$ cat src/rtl/des_pkg.sv
// rtl/des_pkg.sv - standard DES S-box contents, lane widths and folded-entry helper
package des_pkg;

    localparam int IN_BITS  = 6;
    localparam int OUT_BITS = 4;

    // Each 64-bit word is one textbook row (columns 0..15, column 0 in the top nibble), four rows per box.
    localparam logic [0:7][0:3][63:0] SBOX_ROWS = {
        64'hE4D12FB83A6C5907, 64'h0F74E2D1A6CB9538, 64'h41E8D62BFC973A50, 64'hFC8249175B3EA06D,
        64'hF18E6B34972DC05A, 64'h3D47F28EC01A69B5, 64'h0E7BA4D158C6932F, 64'hD8A13F42B67C05E9,
        64'hA09E63F51DC7B428, 64'hD709346A285ECBF1, 64'hD6498F30B12C5AE7, 64'h1AD069874FE3B52C,
        64'h7DE3069A1285BC4F, 64'hD8B56F03472C1AE9, 64'hA690CB7DF13E5284, 64'h3F06A1D8945BC72E,
        64'h2C417AB6853FD0E9, 64'hEB2C47D150FA3986, 64'h421BAD78F9C5630E, 64'hB8C71E2D6F09A453,
        64'hC1AF92680D34E75B, 64'hAF427C9561DE0B38, 64'h9EF528C3704A1DB6, 64'h432C95FABE17608D,
        64'h4B2EF08D3C975A61, 64'hD0B7491AE35C2F86, 64'h14BDC37EAF680592, 64'h6BD814A7950FE23C,
        64'hD2846FB1A93E50C7, 64'h1FD8A374C56B0E92, 64'h7B419CE206ADF358, 64'h21E74A8DFC90356B
    };

    function automatic int in_width(input int num_box);
        return IN_BITS * num_box;
    endfunction

    function automatic int out_width(input int num_box);
        return OUT_BITS * num_box;
    endfunction

    // Row comes from the outer input bits, column from the inner four.
    function automatic logic [3:0] sbox_entry(input logic [2:0] box, input logic [5:0] addr);
        logic [3:0] col;
        col = addr[4:1];
        return SBOX_ROWS[box][{addr[5], addr[0]}][{~col, 2'b00} +: 4];
    endfunction

endpackage

$ cat src/rtl/des_sbox_bank_if.sv
// rtl/des_sbox_bank_if.sv - stream and table-write signals of the S-box bank
interface des_sbox_bank_if #(parameter int NUM_BOX = 8);
    import des_pkg::*;

    logic                           in_valid;
    logic                           in_ready;
    logic [in_width(NUM_BOX)-1:0]   in;
    logic                           out_valid;
    logic                           out_ready;
    logic [out_width(NUM_BOX)-1:0]  out;
    logic                           cfg_we;
    logic [3:0]                     cfg_box;
    logic [5:0]                     cfg_addr;
    logic [3:0]                     cfg_data;

    modport master (
        output in_valid, in, out_ready, cfg_we, cfg_box, cfg_addr, cfg_data,
        input  in_ready, out_valid, out
    );

    modport slave (
        input  in_valid, in, out_ready, cfg_we, cfg_box, cfg_addr, cfg_data,
        output in_ready, out_valid, out
    );

endinterface

$ cat src/rtl/des_sbox_lut.sv
// rtl/des_sbox_lut.sv - one loadable 64x4 lookup table that resets to a standard DES S-box
module des_sbox_lut
    import des_pkg::*;
#(
    parameter int BOX = 0
) (
    input  logic       clk,
    input  logic       rst,
    input  logic       we,
    input  logic [5:0] waddr,
    input  logic [3:0] wdata,
    input  logic [5:0] raddr,
    output logic [3:0] rdata
);

    logic [3:0] tbl [64];

    always_ff @(posedge clk or posedge rst) begin
        if (rst) begin
            for (int i = 0; i < 64; i++) begin
                tbl[i] <= sbox_entry(3'(BOX % 8), 6'(i));
            end
        end else if (we) begin
            tbl[waddr] <= wdata;
        end
    end

    // Combinational read sees the pre-write contents during a write cycle.
    assign rdata = tbl[raddr];

endmodule

$ cat src/rtl/des_sbox_bank.sv
// rtl/des_sbox_bank.sv - two-stage pipelined bank of loadable DES S-box lanes
module des_sbox_bank
    import des_pkg::*;
#(
    parameter int NUM_BOX  = 8,
    parameter int LOADABLE = 1
) (
    input  logic                  clk,
    input  logic                  rst,
    des_sbox_bank_if.slave        bus
);

    localparam int IW = in_width(NUM_BOX);
    localparam int OW = out_width(NUM_BOX);

    logic          ready_en;
    logic          s1_valid;
    logic [IW-1:0] s1_data;
    logic          s2_valid;
    logic [OW-1:0] s2_data;
    logic [OW-1:0] lookup;
    logic [NUM_BOX-1:0] cfg_hit;
    logic          accept;
    logic          s2_load;

    assign s2_load     = s1_valid && (!s2_valid || bus.out_ready);
    assign bus.in_ready = ready_en && (!s1_valid || !s2_valid || bus.out_ready);
    assign accept      = bus.in_valid && bus.in_ready;
    assign bus.out_valid = s2_valid;
    assign bus.out       = s2_data;

    for (genvar k = 0; k < NUM_BOX; k++) begin : g_lane
        // Lane 0 occupies the most significant slice of both words.
        assign cfg_hit[k] = (LOADABLE != 0) && bus.cfg_we && (bus.cfg_box == 4'(k));

        des_sbox_lut #(.BOX(k % 8)) u_lut (
            .clk   (clk),
            .rst   (rst),
            .we    (cfg_hit[k]),
            .waddr (bus.cfg_addr),
            .wdata (bus.cfg_data),
            .raddr (s1_data[(NUM_BOX-1-k)*IN_BITS +: IN_BITS]),
            .rdata (lookup[(NUM_BOX-1-k)*OUT_BITS +: OUT_BITS])
        );
    end

    always_ff @(posedge clk or posedge rst) begin
        if (rst) begin
            ready_en <= 1'b0;
            s1_valid <= 1'b0;
            s1_data  <= '0;
            s2_valid <= 1'b0;
            s2_data  <= '0;
        end else begin
            ready_en <= 1'b1;
            if (accept) begin
                s1_valid <= 1'b1;
                s1_data  <= bus.in;
            end else if (s2_load) begin
                s1_valid <= 1'b0;
            end
            // S2 holds its word until it is taken, so a later table write never alters it.
            if (s2_load) begin
                s2_valid <= 1'b1;
                s2_data  <= lookup;
            end else if (bus.out_ready) begin
                s2_valid <= 1'b0;
            end
        end
    end

endmodule

$ cat src/flat_wrapper.sv
// flat-port wrapper written by rule: the top's interface ports become plain ports
module des_sbox_bank_flat import des_pkg::*;
#(
    parameter int NUM_BOX  = 8,
    parameter int LOADABLE = 1
)
  (clk, rst, bus_in_valid, bus_in, bus_out_ready, bus_cfg_we, bus_cfg_box, bus_cfg_addr, bus_cfg_data, bus_in_ready, bus_out_valid, bus_out);
  des_sbox_bank_if #(.NUM_BOX(NUM_BOX)) bus_i ();
  input  logic clk;
  input  logic rst;
  input wire logic [$bits(bus_i.in_valid)-1:0] bus_in_valid;
  input wire logic [$bits(bus_i.in)-1:0] bus_in;
  input wire logic [$bits(bus_i.out_ready)-1:0] bus_out_ready;
  input wire logic [$bits(bus_i.cfg_we)-1:0] bus_cfg_we;
  input wire logic [$bits(bus_i.cfg_box)-1:0] bus_cfg_box;
  input wire logic [$bits(bus_i.cfg_addr)-1:0] bus_cfg_addr;
  input wire logic [$bits(bus_i.cfg_data)-1:0] bus_cfg_data;
  output wire logic [$bits(bus_i.in_ready)-1:0] bus_in_ready;
  output wire logic [$bits(bus_i.out_valid)-1:0] bus_out_valid;
  output wire logic [$bits(bus_i.out)-1:0] bus_out;
  assign bus_i.in_valid = bus_in_valid;
  assign bus_i.in = bus_in;
  assign bus_i.out_ready = bus_out_ready;
  assign bus_i.cfg_we = bus_cfg_we;
  assign bus_i.cfg_box = bus_cfg_box;
  assign bus_i.cfg_addr = bus_cfg_addr;
  assign bus_i.cfg_data = bus_cfg_data;
  assign bus_in_ready = bus_i.in_ready;
  assign bus_out_valid = bus_i.out_valid;
  assign bus_out = bus_i.out;
  des_sbox_bank #(.NUM_BOX(NUM_BOX), .LOADABLE(LOADABLE)) u_core (.clk(clk), .rst(rst), .bus(bus_i));
endmodule
$ cat config.mk
export PLATFORM = sky130hd
export DESIGN_NAME = des_sbox_bank_flat
export DESIGN_NICKNAME = d
export VERILOG_FILES = /design/src/rtl/des_pkg.sv /design/src/rtl/des_sbox_bank_if.sv /design/src/rtl/des_sbox_lut.sv /design/src/rtl/des_sbox_bank.sv /design/src/flat_wrapper.sv
export SDC_FILE = /design/constraint.sdc
export NUM_CORES = 2
export LEC_CHECK = 0
export BUFFER_PORTS_ARGS = -buffer_cell sky130_fd_sc_hd__buf_2
export CAP_MARGIN = 20
export CORE_MARGIN = 1
export CORE_UTILIZATION = 65
export CTS_BUF_LIST = sky130_fd_sc_hd__clkbuf_2
export CTS_CLUSTER_SIZE = 20
export DETAILED_ROUTE_END_ITERATION = 10
export PLACE_DENSITY = 0.82
export SKIP_LAST_GASP = 1
export SYNTH_ARGS = -nofsm -noshare
export SYNTH_HDL_FRONTEND = slang
export SYNTH_SLANG_ARGS = --single-unit
$ cat constraint.sdc
create_clock -name clk -period 75.5 [get_ports clk]
set_input_delay 3.775 -clock clk [delete_from_list [all_inputs] [get_ports clk]]
set_output_delay 3.775 -clock clk [all_outputs]
set_load 0.05 [all_outputs]
# Yosys cells after proc, flatten, opt, wreduce, memory -nomap -nowiden
# Cells that the tools add are included.
# word_totals
regBits	2131
input_bits	67
output_inout_bits	34
# classes
n_lt_le_gt_ge	10
eq_ne	7
muxes	38
bitwise	9
n_reduce_logical	20
# op_table
op	n
256-bit bitwise mux	8
4-bit binary-select mux with 6-bit select	8
4-bit 2-to-1 mux	17
7-bit greater-or-equal comparator (second input constant)	9
6-bit NOT with 7-bit output	9
4-bit demux with 6-bit select	1
4-bit by 3-bit equality test with 1-bit output (second input constant)	4
1-bit logical AND	12
4-bit by 2-bit equality test with 1-bit output (second input constant)	2
7-bit by 1-bit < comparator with 1-bit output (second input constant)	1
4-bit by 1-bit equality test with 1-bit output (second input constant)	1
4-bit logical NOT	1
1-bit 2-to-1 mux	4
2-bit nonzero test	2
1-bit logical OR	3
1-bit logical NOT	2

# Logic depth before layout (Yosys ltp)
# depth
word_depth	6
mapped_depth	10
mapped_depth_nobuf	6

# Cells and area by module
# Synthesis repeated with hierarchy kept, for this count alone.
# unflattened
cells_unflattened	6674
area_unflattened_um2	101498.6
# modules_own_cells
module	instances	cells_per_inst	area_per_inst_um2
des_sbox_lut	8	810	12291.8
des_sbox_bank	1	194	3164.3

# Least setup slack after synthesis
# No wires, ideal clock.
# synth_path
path_kind	input to output
from	input bus_out_ready
to	output bus_in_ready
t_arrival_ns	4.321
path_slack_ns	67.404
cell_stages	2
path_buffers	0
path_cell_list	nand3b_1 -> and2_1
# synth_via
elab_chain_cells	2
# synth_rtl
element	line_no	source
from (decl)	flat_wrapper.sv:13	input wire logic [$bits(bus_i.out_ready)-1:0] bus_out_ready;
1-bit logical OR	des_sbox_bank.sv:27	assign bus.in_ready = ready_en && (!s1_valid || !s2_valid || bus.out_ready);
1-bit logical AND	des_sbox_bank.sv:27	
to (decl)	flat_wrapper.sv:18	output wire logic [$bits(bus_i.in_ready)-1:0] bus_in_ready;
# Every way passes these cells.

# Final worst setup path
# Same ends and word-level chain as after synthesis.

==> impl_metrics.env <==
export IMPL_status="finished clean"
export IMPL_vias_per_cell=6.35
export IMPL_cts_tree="built"
export IMPL_ys_ff_latch=2131
export IMPL_synth_cell_types=41
export IMPL_setup_viol=0
export IMPL_grt_pass1_vias=66400
export IMPL_fmax_ghz=0.121
export IMPL_final_cell_mix="mux2_2, dfrtp_1, dfstp_2"
export IMPL_critPathLaunchType="primary input"
export IMPL_p_leak_nw=49.3
export IMPL_critPathKind="primary input to primary output"
export IMPL_yosys_area_top_type="dfrtp_1"
export IMPL_postCtsSetupRepairBufs=0
export IMPL_async_flop_share=1.00
export IMPL_power_density_nw_per_um2=21.7
export IMPL_die_x_um=394
export IMPL_worst_pin_slew_ns=1.20
export IMPL_crit_arrival_ns=4.50
export IMPL_min_path_type="flop to flop"
export IMPL_fin_tns_setup_ns=0
export IMPL_syn_instance_count=7227
export IMPL_vias=63000
export IMPL_drt_iter0_markers=5112
export IMPL_layout_commonest_cell="mux2_2"
export IMPL_detail_route_drc_violations=0
export IMPL_clockRootBuffer="clkbuf_2"
export IMPL_slew_violations=0
export IMPL_synthTopCellsByArea="dfrtp_1, dfstp_2, mux2_2, mux2i_1, mux4_2"
export IMPL_post_route_period_util=0.110
export IMPL_cp_max_fo=2
export IMPL_rows=143
export IMPL_wirelength_mm=248
export IMPL_relSlewSlack=0.199
export IMPL_multi_input_area_um2=42900
export IMPL_grt_start_max_net_pins=214
export IMPL_dp_hpwl_mm=159
export IMPL_whs_ns=0.508
export IMPL_start_util=0.655
export IMPL_fill_cells=10500
export IMPL_synth_flop_cell="dfrtp_1"
export IMPL_yosysWarningCount=0
export IMPL_syn_area_per_cell_um2=13.8
export IMPL_antenna_found_initial=16
export IMPL_synth_fp_nets=7294
export IMPL_max_cap_viol_count=0
export IMPL_fin_crit_ns=8.27
export IMPL_grt_pass1_wl_mm=387
export IMPL_wl_per_cell_um=25.0
export IMPL_synth_area_um2=99700
export IMPL_coreArea_um2=152000
export IMPL_clock_sinks=2131
export IMPL_globalRouteTotalUtil=0.322
export IMPL_synth_top_area_share=0.278
export IMPL_synth_edf_count=0
export IMPL_cts_resized=0
export IMPL_cp_end_kind="primary output"
export IMPL_io_buffers=100
export IMPL_cts_made_buffers=554
export IMPL_cts_max_level=6
export IMPL_die_h_um=394
export IMPL_hold_violations=0
export IMPL_drive_gt1_frac=0.575
export IMPL_power_mw=2.31
export IMPL_vdd_drop_max_v=0.0000214
export IMPL_regArea_um2=54600
export IMPL_ios=101
export IMPL_nets=7524
export IMPL_die_area_um2=155000
export IMPL_gp_congestion=0.894
export IMPL_dr_pass1_iters=8
export IMPL_worstSkewPairLatency_ns=1.77
export IMPL_clockBufferDepth=4
export IMPL_cts_clk_slew_worst_paths_ns=0.09
export IMPL_grt_overflow=0
export IMPL_rsz0062_at_grt="false"
export IMPL_drtAntennaViolNets=0
export IMPL_yosysSeqAreaShare=0.548
export IMPL_area_delta_synth_final_pct=6.91
export IMPL_cp_required_ns=71.72
export IMPL_cts_hold_buffers=0
export IMPL_fin_skew_ns=0.135
==> synth_stat cells (52+ instances only) <==
| cell type | instances |
|---|---|
| a22oi_1 | 294 |
| mux4_2 | 235 |
| dfstp_2 | 1024 |
| nand3_1 | 139 |
| dfrtp_1 | 1107 |
| nand4_1 | 52 |
| o21ai_0 | 96 |
| mux2_2 | 2097 |
| nor2_1 | 329 |
| mux2i_1 | 562 |
| nand2_1 | 568 |
| buf_2 | 119 |
| clkbuf_1 | 374 |
==> metal layers <==
layer,share of wire,track usage,vias up
met5,0.0011,0.00800,-
met4,0.032,0.125,15
met3,0.089,0.0971,554
met2,0.45,0.471,2488
met1,0.43,0.453,33000
li1,-,-,27000
==> cells by family after synthesis <==
family                 count (synthesis)  synth area share
DFF                                 2131             0.548
other                                  1         0.0000376
AOI/OAI and AO/OA                    452            0.0313
and+or+nand+nor                     1211            0.0524
muxes                               2894             0.346
buffers and inverters                538            0.0219
==> flip-flops by register name, indices dropped and copies added (netlist names) <==
register / flops
u_core.g_lane.u_lut.tbl: 2048
u_core.s1_data: 48
u_core.bus.out: 32
u_core.bus.out_valid: 1
u_core.ready_en: 1
u_core.s1_valid: 1
==> worst paths after layout <==
path | slack (ns) | start | depth (start not counted) | end
worst max-delay path | 67.23 | bus_out_ready | 4 | bus_in_ready
worst min-delay path | 0.51 | u_core.g_lane[3].u_lut.tbl[65] | 1 | u_core.g_lane[3].u_lut.tbl[65]
worst max register to register | 72.09 | u_core.s1_data[2] | 7 | u_core.bus.out[0]
worst min register to register | 0.51 | u_core.g_lane[3].u_lut.tbl[65] | 1 | u_core.g_lane[3].u_lut.tbl[65]
max in group asynchronous | 68.49 | rst | 8 | u_core.g_lane[7].u_lut.tbl[65]
min in group asynchronous | 2.18 | rst | 2 | u_core.g_lane[2].u_lut.tbl[19]
==> worst max-delay path, stage by stage <==
cell and delay (ns):
buf_2 0.10, nand3b_1 0.16, and2_1 0.23, buf_2 0.22
==> power breakdown <==
group          switching [mW]  internal [mW]
clock                   0.467          0.323
combinational           0.187          0.105
sequential             0.0491           1.18
==> cell type report <==
class                   instances  area share
clock inverters                83     0.00424
multi-input cells            4558       0.403
repair buffers                204      0.0135
diodes                         20    0.000470
well taps                    2030      0.0238
flip-flops and latches       2131       0.513
clock buffers                 889      0.0418
inverters                       8    0.000352
==> metrics by stage <==
stage / instance area, um^2 / utilization / worst slack [ns] / instances
5_1_grt: 107000 / 0.701 / 67.19 / 9915
6_report: 107000 / 0.701 / 67.23 / 9923
3_5_place_dp: 102000 / 0.667 / 66.54 / 8925
2_1_floorplan: 99700 / - / 13.22 / 7227
4_1_cts: 106000 / 0.700 / 67.23 / 9897
3_3_place_gp: 102000 / 0.667 / 66.69 / 8925
No activity file was read; power rests on OpenSTA's default activity.
